File: src/rtl/fdiv_iter.sv
// ---------------------------------------------------------------------------
// fdiv_iter -- parametrised multi-cycle floating-point divider
//
// Divides x1 by x2 in an IEEE-754-style format with EXP_W exponent bits and
// MAN_W stored mantissa bits. A restoring divider retires BITS_PER_CYCLE
// quotient bits per clock. The latency is fixed: out_valid rises ITER+1
// edges after the operands are accepted, where
// ITER = ceil((MAN_W+2)/BITS_PER_CYCLE). Subnormals are flushed to zero.
// NaN, infinity and zero operands produce the usual special results.
//
// Optional feature (compile-time macro):
//   FDIV_ROUND_NEAREST_EN  defined   -> round to nearest, ties to even
//                          undefined -> truncate toward zero
//
// Ports:
//   clk        in   clock, rising edge
//   rst        in   asynchronous, active-high reset
//   in_valid   in   operands present
//   in_ready   out  block can accept operands (high only when idle)
//   x1         in   dividend, 1+EXP_W+MAN_W bits
//   x2         in   divisor,  1+EXP_W+MAN_W bits
//   out_valid  out  quotient y valid
//   out_ready  in   consumer accepts y
//   y          out  quotient x1/x2, held after the handshake
// ---------------------------------------------------------------------------
module fdiv_iter #(
    parameter int EXP_W          = 8,
    parameter int MAN_W          = 23,
    parameter int BITS_PER_CYCLE = 1
) (
    input  logic                   clk,
    input  logic                   rst,
    input  logic                   in_valid,
    output logic                   in_ready,
    input  logic [EXP_W+MAN_W:0]   x1,
    input  logic [EXP_W+MAN_W:0]   x2,
    output logic                   out_valid,
    input  logic                   out_ready,
    output logic [EXP_W+MAN_W:0]   y
);

    // Quotient bits kept: leading 1, MAN_W mantissa bits, one guard bit.
    localparam int QW      = MAN_W + 2;
    localparam int ITER    = (QW + BITS_PER_CYCLE - 1) / BITS_PER_CYCLE;
    localparam int QTOT    = ITER * BITS_PER_CYCLE;
    localparam int SURPLUS = QTOT - QW;
    localparam int CNT_W   = (ITER > 1) ? $clog2(ITER) : 1;

`ifdef FDIV_ROUND_NEAREST_EN
    localparam bit ROUND_NEAREST = 1'b1;
`else
    localparam bit ROUND_NEAREST = 1'b0;
`endif

    // Selects the quotient bits that fall below the guard bit.
    localparam logic [QTOT-1:0] SUR_MASK = QTOT'((64'd1 << SURPLUS) - 64'd1);

    localparam logic signed [EXP_W+1:0] BIAS_S   = (EXP_W+2)'((1 << (EXP_W-1)) - 1);
    localparam logic signed [EXP_W+1:0] EXP_INF  = (EXP_W+2)'((1 << EXP_W) - 1);
    localparam logic signed [EXP_W+1:0] EXP_ZERO = '0;
    localparam logic [EXP_W-1:0]        EXP_ONES = '1;

    typedef enum logic [1:0] {
        IDLE = 2'd0,
        DIV  = 2'd1,
        PACK = 2'd2,
        DONE = 2'd3
    } state_t;

    state_t state, state_nx;
    logic   accept;
    logic   pack;

    logic [CNT_W-1:0] cnt;

    // Rounding of the kept significand. In truncate builds the increment is
    // constant zero and the guard/sticky logic is optimised away.
    function automatic logic [MAN_W+1:0] round_sig(
        input logic [MAN_W:0] sig,
        input logic           guard,
        input logic           sticky
    );
        logic inc;
        inc = ROUND_NEAREST & guard & (sticky | sig[0]);
        return {1'b0, sig} + {{(MAN_W+1){1'b0}}, inc};
    endfunction

    // Operand fields and classification at the input
    logic [EXP_W-1:0] ea_in, eb_in;
    logic [MAN_W:0]   ma_in, mb_in;
    logic             a_zero_in, a_inf_in, a_nan_in;
    logic             b_zero_in, b_inf_in, b_nan_in;

    assign ea_in     = x1[EXP_W+MAN_W-1:MAN_W];
    assign eb_in     = x2[EXP_W+MAN_W-1:MAN_W];
    assign ma_in     = {1'b1, x1[MAN_W-1:0]};
    assign mb_in     = {1'b1, x2[MAN_W-1:0]};
    assign a_zero_in = (ea_in == '0);
    assign b_zero_in = (eb_in == '0);
    assign a_inf_in  = (ea_in == EXP_ONES) && (x1[MAN_W-1:0] == '0);
    assign b_inf_in  = (eb_in == EXP_ONES) && (x2[MAN_W-1:0] == '0);
    assign a_nan_in  = (ea_in == EXP_ONES) && (x1[MAN_W-1:0] != '0);
    assign b_nan_in  = (eb_in == EXP_ONES) && (x2[MAN_W-1:0] != '0);

    // Latched operation context
    logic             sign_r;
    logic             exp_adj_r;
    logic [EXP_W-1:0] ea_r, eb_r;
    logic             a_zero_r, a_inf_r, a_nan_r;
    logic             b_zero_r, b_inf_r, b_nan_r;
    logic [MAN_W:0]   mb_r;
    logic [QW-1:0]    rem_r, rem_nx;
    logic [QTOT-1:0]  quo_r, quo_nx;

    // FSM state register and iteration counter
    always_ff @(posedge clk or posedge rst) begin
        if (rst) begin
            state <= IDLE;
            cnt   <= '0;
        end else begin
            state <= state_nx;
            if (accept) begin
                cnt <= CNT_W'(ITER - 1);
            end else if (state == DIV && cnt != '0) begin
                cnt <= cnt - 1'b1;
            end
        end
    end

    // FSM next state and handshake outputs
    always_comb begin
        state_nx  = state;
        in_ready  = 1'b0;
        out_valid = 1'b0;
        accept    = 1'b0;
        pack      = 1'b0;
        case (state)
            IDLE: begin
                in_ready = 1'b1;
                if (in_valid) begin
                    accept   = 1'b1;
                    state_nx = DIV;
                end
            end
            DIV: begin
                if (cnt == '0) begin
                    state_nx = PACK;
                end
            end
            PACK: begin
                pack     = 1'b1;
                state_nx = DONE;
            end
            DONE: begin
                out_valid = 1'b1;
                if (out_ready) begin
                    state_nx = IDLE;
                end
            end
            default: state_nx = IDLE;
        endcase
    end

    // Restoring division: BITS_PER_CYCLE compare/subtract/shift steps.
    // The remainder stays below the divisor after each subtract, so the
    // left shift never loses a set bit.
    always_comb begin
        rem_nx = rem_r;
        quo_nx = quo_r;
        for (int i = 0; i < BITS_PER_CYCLE; i++) begin
            if (rem_nx >= {1'b0, mb_r}) begin
                rem_nx = rem_nx - {1'b0, mb_r};
                quo_nx = {quo_nx[QTOT-2:0], 1'b1};
            end else begin
                quo_nx = {quo_nx[QTOT-2:0], 1'b0};
            end
            rem_nx = rem_nx << 1;
        end
    end

    // Operand latch / iteration datapath (no reset: only meaningful
    // while the FSM is busy)
    always_ff @(posedge clk) begin
        if (accept) begin
            sign_r   <= x1[EXP_W+MAN_W] ^ x2[EXP_W+MAN_W];
            ea_r     <= ea_in;
            eb_r     <= eb_in;
            a_zero_r <= a_zero_in;
            a_inf_r  <= a_inf_in;
            a_nan_r  <= a_nan_in;
            b_zero_r <= b_zero_in;
            b_inf_r  <= b_inf_in;
            b_nan_r  <= b_nan_in;
            mb_r     <= mb_in;
            quo_r    <= '0;
            // Pre-normalise so the first quotient bit is always 1.
            if (ma_in < mb_in) begin
                rem_r     <= {ma_in, 1'b0};
                exp_adj_r <= 1'b1;
            end else begin
                rem_r     <= {1'b0, ma_in};
                exp_adj_r <= 1'b0;
            end
        end else if (state == DIV) begin
            rem_r <= rem_nx;
            quo_r <= quo_nx;
        end
    end

    // Result assembly: rounding, exponent range and special cases
    logic [QW-1:0]             q_keep;
    logic                      sticky;
    logic [MAN_W+1:0]          rounded;
    logic                      carry;
    logic [MAN_W-1:0]          man_out;
    logic signed [EXP_W+1:0]   e_raw, e_fin;
    logic [EXP_W+MAN_W:0]      result;

    always_comb begin
        q_keep  = quo_r[QTOT-1:SURPLUS];
        sticky  = (rem_r != '0) || ((quo_r & SUR_MASK) != '0);
        rounded = round_sig(q_keep[QW-1:1], q_keep[0], sticky);
        carry   = rounded[MAN_W+1];
        // A carry out means the significand rounded up to 2.0.
        man_out = carry ? rounded[MAN_W:1] : rounded[MAN_W-1:0];
        e_raw   = $signed({2'b00, ea_r}) - $signed({2'b00, eb_r}) + BIAS_S
                  - $signed({{(EXP_W+1){1'b0}}, exp_adj_r});
        e_fin   = e_raw + $signed({{(EXP_W+1){1'b0}}, carry});

        if (a_nan_r || b_nan_r || (a_zero_r && b_zero_r) || (a_inf_r && b_inf_r)) begin
            result = {1'b0, EXP_ONES, 1'b1, {(MAN_W-1){1'b0}}};
        end else if (a_inf_r || b_zero_r) begin
            result = {sign_r, EXP_ONES, {MAN_W{1'b0}}};
        end else if (a_zero_r || b_inf_r) begin
            result = {sign_r, {(EXP_W+MAN_W){1'b0}}};
        end else if (e_fin >= EXP_INF) begin
            result = {sign_r, EXP_ONES, {MAN_W{1'b0}}};
        end else if (e_fin <= EXP_ZERO) begin
            result = {sign_r, {(EXP_W+MAN_W){1'b0}}};
        end else begin
            result = {sign_r, e_fin[EXP_W-1:0], man_out};
        end
    end

    // Output register
    always_ff @(posedge clk or posedge rst) begin
        if (rst) begin
            y <= '0;
        end else if (pack) begin
            y <= result;
        end
    end

endmodule

File: config.mk
export PLATFORM = sky130hd
export DESIGN_NAME = fdiv_iter
export DESIGN_NICKNAME = d
export VERILOG_FILES = /design/src/rtl/fdiv_iter.sv
export SDC_FILE = /design/constraint.sdc
export NUM_CORES = 1
export LEC_CHECK = 0
export CAP_MARGIN = 0
export CORE_ASPECT_RATIO = 0.8
export CORE_MARGIN = 2
export CORE_UTILIZATION = 45
export CTS_BUF_LIST = sky130_fd_sc_hd__clkbuf_4
export DETAILED_ROUTE_END_ITERATION = 6
export PLACE_DENSITY = 0.67
export SLEW_MARGIN = 20
export SYNTH_ARGS = -nofsm -noshare
export SYNTH_HDL_FRONTEND = slang
export SYNTH_SLANG_ARGS = --single-unit
File: constraint.sdc
create_clock -name clk -period 7.23 [get_ports clk]
set_clock_uncertainty 0.05 [all_clocks]
set_input_delay 0.723 -clock clk [delete_from_list [all_inputs] [get_ports clk]]
set_output_delay 0.723 -clock clk [all_outputs]
set_load 0.01 [all_outputs]
**Yosys cells after proc, flatten, opt, wreduce, memory -nomap -nowiden**

Cells that the tools add are included.

- Add/subtract/negate cells: 5
- Multipliers: 0
- Divide/modulo/power cells: 0
- Magnitude comparators: 4
- Equality and inequality tests: 8
- Shift-type cells: 0
- Muxes and demuxes: 22
- Bitwise operators: 1
- Reductions and logical operators: 24

Operators with widths:

| operator | count |
|---|---|
| 2-to-1 mux 31 bit | 4 |
| 2-to-1 mux 25 bit | 3 |
| logical NOT 23 bit | 2 |
| nonzero test 23 bit | 2 |
| 2-to-1 mux 32 bit | 1 |
| >= comparator 25 x 24 -> 1 bit | 1 |
| less-than comparator 24 bit | 1 |
| 2-to-1 mux 24 bit | 1 |
| subtractor 24 bit | 1 |
| equality test 8 bit, second input constant | 2 |
| logical NOT 8 bit | 2 |
| adder 9 x 8 -> 10 bit, second input constant | 1 |
| >= comparator 10 x 9 -> 1 bit, second input constant | 1 |
| <= comparator 10 x 1 -> 1 bit, second input constant | 1 |
| 2-to-1 mux 5 bit | 2 |
| subtractor 10 x 2 -> 10 bit | 1 |
| subtractor 8 x 8 -> 9 bit | 1 |
| one-hot mux 2 bit (4 select lines) | 1 |
| logical AND 1 bit | 7 |
| 2-to-1 mux 1 bit | 7 |
| 2-to-1 mux 2 bit | 3 |
| logical NOT 5 bit | 1 |
| logical OR 1 bit | 5 |
| nonzero test 5 bit | 1 |
| 9 further kinds | 12 |

- Bits in registers: 135
- Latch bits: 0
- Memory bits (writable): 0
- ROM bits: 0
- Input port bits: 68
- Output and inout port bits: 34
- Logic and storage cells: 80
- Memories: 0

**Logic depth before layout (Yosys ltp)**

- Word-level depth: 9
- Gate-level depth with buffers: 18
- Gate-level depth less buffers: 17

**Worst setup path before layout**

OpenSTA, ideal clock, no wires.

- Path kind: register to register
- Start point: register ea_r[0]
- End point: register y[0]
- Library setup time: 121 ps
- Arrival: 3872 ps
- Data required time: 7059 ps
- Path slack: 3187 ps
- Stages on the path, launching flop included: 19
- Buffers on the path: 1
- Clock period less this slack: 4043 ps
- Cell sequence: edfxtp_1 inv_1 ha_1 inv_1 fa_1 inv_1 ha_1 inv_1 fa_1 nor2b_1 nor2_1 or4_1 o221ai_1 xnor2_1 or4_1 o211ai_2 nor4_2 buf_6 a22o_1

- Word-level cells in the longest chain between the ends: 9
- Elaborated cells on any way between the ends: 10
- Those cells by class: 3 x add/sub; 2 x order compare; 5 x mux

Ends and longest elaborated chain:

| item | RTL line | RTL |
|---|---|---|
| from (decl) | 108 | `logic [EXP_W-1:0] ea_r, eb_r;` |
| from (signal assigned) | 186 | `ea_r <= ea_in;` |
| subtractor 8 x 8 -> 9 bit * | 226 | `e_raw = $signed({2'b00, ea_r}) - $signed({2'b00, eb_r}) + BIAS_S` |
| adder 9 x 8 -> 10 bit * | 226 |  |
| subtractor 10 x 2 -> 10 bit * | 227 | `- $signed({{(EXP_W+1){1'b0}}, exp_adj_r});` |
| <= comparator 10 x 1 -> 1 bit | 238 | `end else if (e_fin <= EXP_ZERO) begin` |
| 2-to-1 mux 31 bit | 238 |  |
| 2-to-1 mux 31 bit * | 236 | `end else if (e_fin >= EXP_INF) begin` |
| 2-to-1 mux 31 bit * | 234 | `end else if (a_zero_r \|\| b_inf_r) begin` |
| 2-to-1 mux 31 bit * | 232 | `end else if (a_inf_r \|\| b_zero_r) begin` |
| 2-to-1 mux 32 bit * | 230 | `if (a_nan_r \|\| b_nan_r \|\| (a_zero_r && b_zero_r) \|\| (a_inf_r && b_inf_r)) begin` |
| to (signal assigned) | 250 | `y <= result;` |
| to (decl) | 39 | `output logic [EXP_W+MAN_W:0] y` |

Mark *: on every way between the ends. The rest lies on a longest branch, timed or not.
A chain may end at the register's enable or synchronous reset.

**Worst setup path after layout**

- Start point: register ea_r[2]
- End point: register y[3]

The elaborated chain is that of the path after synthesis.

==> results.toml <==
[cts]
path_clk_slew_ns = 0.14
insertion_delay_ns = 0.57
cts-resized-gates = 0
clk_path_buf_depth = 2
numCtsBuffers = 17
cts_num_sinks = 135
clock-root-buffer = "clkbuf_4"
cts.htree.levels = 4
cts_tree = "yes"
postCtsHoldBufs = 0
cts_setup_buffers = 0

[timing]
layout_min_cycle_time_ns = 4.49
rsz0062_at_grt = "no"
slew_violations = 0
setup_violations = 0
holdWs_ns = 0.435
setup_tns_ns = 0
fmax_ghz = 0.223
hold_violations = 0
tightest_slew_ns = 0.987
timing.final.crit_share_pct = 62.1
slew_headroom_pct = 33.6

[die]
rows = 44
die_x_um = 156
die_y_um = 125
coreArea_mm2 = 0.0181
die-area_mm2 = 0.0195
io-pin-count = 102
start_util_pct = 45.8

[worst_setup_path]
cp-start-kind = "flip-flop"
critPathLaunch = "ea_r[2]"
cp_max_fo = 14
reg2regPathDepth = 15
rr_startpoint = "ea_r[2]"
required_ns = 7.66
endpoint = "y[3]"
rr_endpoint = "y[3]"
critPathArrivalTime_ns = 4.92
reg2reg_setup_slack_ns = 2.74
cp-end-kind = "flip-flop"
crit_type = "flip-flop to flip-flop"

[status]
status = "finished clean"

[final_layout]
fillers = 1618
synthToLayoutAreaGrowth_pct = 18.8
postLayoutCellArea_mm2 = 0.00983
final_nets = 1064
drive_gt1_share_pct = 5.21
antenna_cells = 0

[detailed_routing]
wl_per_cell_um = 16.3
ant_nets = 0
drt_iter0_drc = 409
vias_per_cell = 5.65
dr.pass1.iters = 5
route.detailed.drc = 0
wirelength_mm = 19.1
num_vias = 6615

[placed_design]
detailed_place.area_mm2 = 0.00951
port_buffers = 101
hpwl_mm = 13.9
gp_congestion = 0.863

[power]
p_int_mw = 2.18
seqPwrFrac_pct = 30.1
swShare_pct = 44.1
p_switching_mw = 1.72
p_per_area_mw_per_mm2 = 396
power.leakage_nw = 4.21
clkPwrFrac_pct = 13.8
combPwrFrac_pct = 56.0
peakVddDrop_mv = 0.195

[logic_synthesis]
synthFlopType = "edfxtp_1"
syn_area_per_cell_um2 = 9.96
synth.distinct_cells = 64
synthArstFlopShare_pct = 28.9
netlist_instances = 831
synth_edf_count = 72
synth_area_mm2 = 0.00828
yosys_warnings = 0
synth_fp_nets = 967
ys_seq_elements = 135
yosysSeqAreaShare_pct = 43.7

[min_path]
hold_path_class = "flip-flop to flip-flop"

[grt]
grt_pass1_vias = 6239
grt_overflow = 0
grt_pass1_wl_mm = 31.4
track_usage_pct = 20.1
antenna_found_initial = 0
grt_max_degree = 65

[flow_run]
max-cap-violations = 0
cells in the final DEF (no fill, tap or decap), drive strengths merged, types with 3 or more instances in the layout:
master and instances:
xnor2 12, nor4 16, nor3 18, dfxtp 24
or3 4, o311a 5, a22o 24, o21a 9
o22a 3, fa 3, and3 3, inv 90
o311ai 3, mux2i 50, a22oi 3, clkinv 5
a21oi 53, nor2b 8, a211oi 17, o41ai 3
clkdlybuf4s50 101, a21boi 8, buf 7, dfrtp 39
edfxtp 72, o31ai 4, o21ai 34, o21bai 3
nor2 86, a21o 28, nand2b 8, ha 65
nand4 16, nand2 35, xor2 13, o211ai 8
a31oi 10, clkbuf 17, or4 6
power groups by stage:
stage / registers (mW) / clock network [mW] / logic [mW]
2_1_floorplan: 1.17 / 0 / 1.68
3_3_place_gp: 1.19 / 0 / 2.13
3_5_place_dp: 1.19 / 0 / 2.16
4_1_cts: 1.17 / 0.555 / 2.18
5_1_grt: 1.19 / 0.591 / 2.45
6_report: 1.17 / 0.539 / 2.18
layer usage:
metal	routed length [um]	part of all wire, %	up-vias	track usage, %
met5	0	0	-	0
met4	251	1.3	0	5.29
met3	973	5.1	20	3.88
met2	8400	44	173	30.6
met1	9470	50	3156	29.3
li1	-	-	3266	-
worst max-delay path, cell delays in order (launching register included):
cell	delay [ns]
edfxtp_1	0.39
ha_1	0.39
a21oi_1	0.23
a21oi_1	0.15
nor2_1	0.22
inv_1	0.11
ha_1	0.34
nor2b_1	0.15
nor2_1	0.23
nor3_1	0.11
o311a_1	0.31
o31a_1	0.27
o31ai_1	0.83
nor4_4	0.21
buf_6	0.22
a22o_1	0.18
cells in the mapped netlist, types with 4 or more instances:
library cell	instances	area, um^2
mux2i_1	50	500
o31ai_1	4	30.0
o21a_1	9	67.6
edfxtp_1	72	2160
xor2_1	13	114
nor2b_1	8	50.1
nand4_1	16	100
o21ai_0	34	170
a31oi_1	10	62.6
o311a_1	5	50.1
nand2b_1	8	50.1
dfxtp_1	24	480
or3_1	4	25.0
a21oi_1	53	265
nor2_1	86	323
a211oi_1	17	128
buf_1	6	22.5
dfrtp_1	39	976
a22o_1	24	210
xnor2_1	12	105
nor3_1	18	90.1
o211ai_1	7	52.6
ha_1	65	813
or4_1	6	45.0
a21o_1	28	210
a21boi_0	8	60.1
nor4_1	15	93.8
clkbuf_1	21	78.8
inv_1	80	300
nand2_1	35	131
metrics by stage:
stage | cells | setup slack, ns | total power [mW] | util [%]
after CTS | 1170 | 2.51 | 3.90 | 54.4
after global placement | 1138 | 2.70 | 3.32 | 52.7
after detailed placement | 1138 | 2.55 | 3.35 | 52.7
after global routing | 1171 | 2.38 | 4.23 | 54.4
after floorplan | 831 | 3.19 | 2.85 | -
final | 1171 | 2.74 | 3.90 | 54.4
cells by family after synthesis:
| logic type | share of synthesized area, % |
|---|---|
| AO/OA/AOI/OAI | 18.8 |
| AND/OR/NAND/NOR | 12.5 |
| adder cells (fa/ha/maj) | 10.6 |
| XOR/XNOR | 2.92 |
| multiplexers | 6.18 |
| buffers and inverters | 5.31 |
| flip-flops | 43.7 |
area by class of cell:
| class | count | area (um^2) | area share [%] |
|---|---|---|---|
| sequential | 135 | 3620 | 36.8 |
| inverter | 81 | 305 | 3.11 |
| multi-input combinational | 585 | 4250 | 43.2 |
| clock inverter | 15 | 178 | 1.81 |
| tap | 230 | 288 | 2.93 |
| timing repair buffer | 108 | 1070 | 10.9 |
| clock buffer | 17 | 128 | 1.30 |
worst min-delay path by stage:
stage / from / to / slack (ns) / depth (start not counted)
after floorplan: sign_r / y[31] / 0.39 / 1
after CTS: sign_r / y[31] / 0.43 / 1
after global routing: sign_r / y[31] / 0.47 / 1
final: sign_r / y[31] / 0.43 / 1
after detailed placement: sign_r / y[31] / 0.40 / 1
after global placement: sign_r / y[31] / 0.39 / 1
registers in the layout, summed over array words and instances (netlist names), 2 cells and up:
name    count
ea_r        8
eb_r        8
q_keep     24
rem_r      25
state       2
y          32
cnt         5
mb_r       23
(Power assumes the default switching activity.)
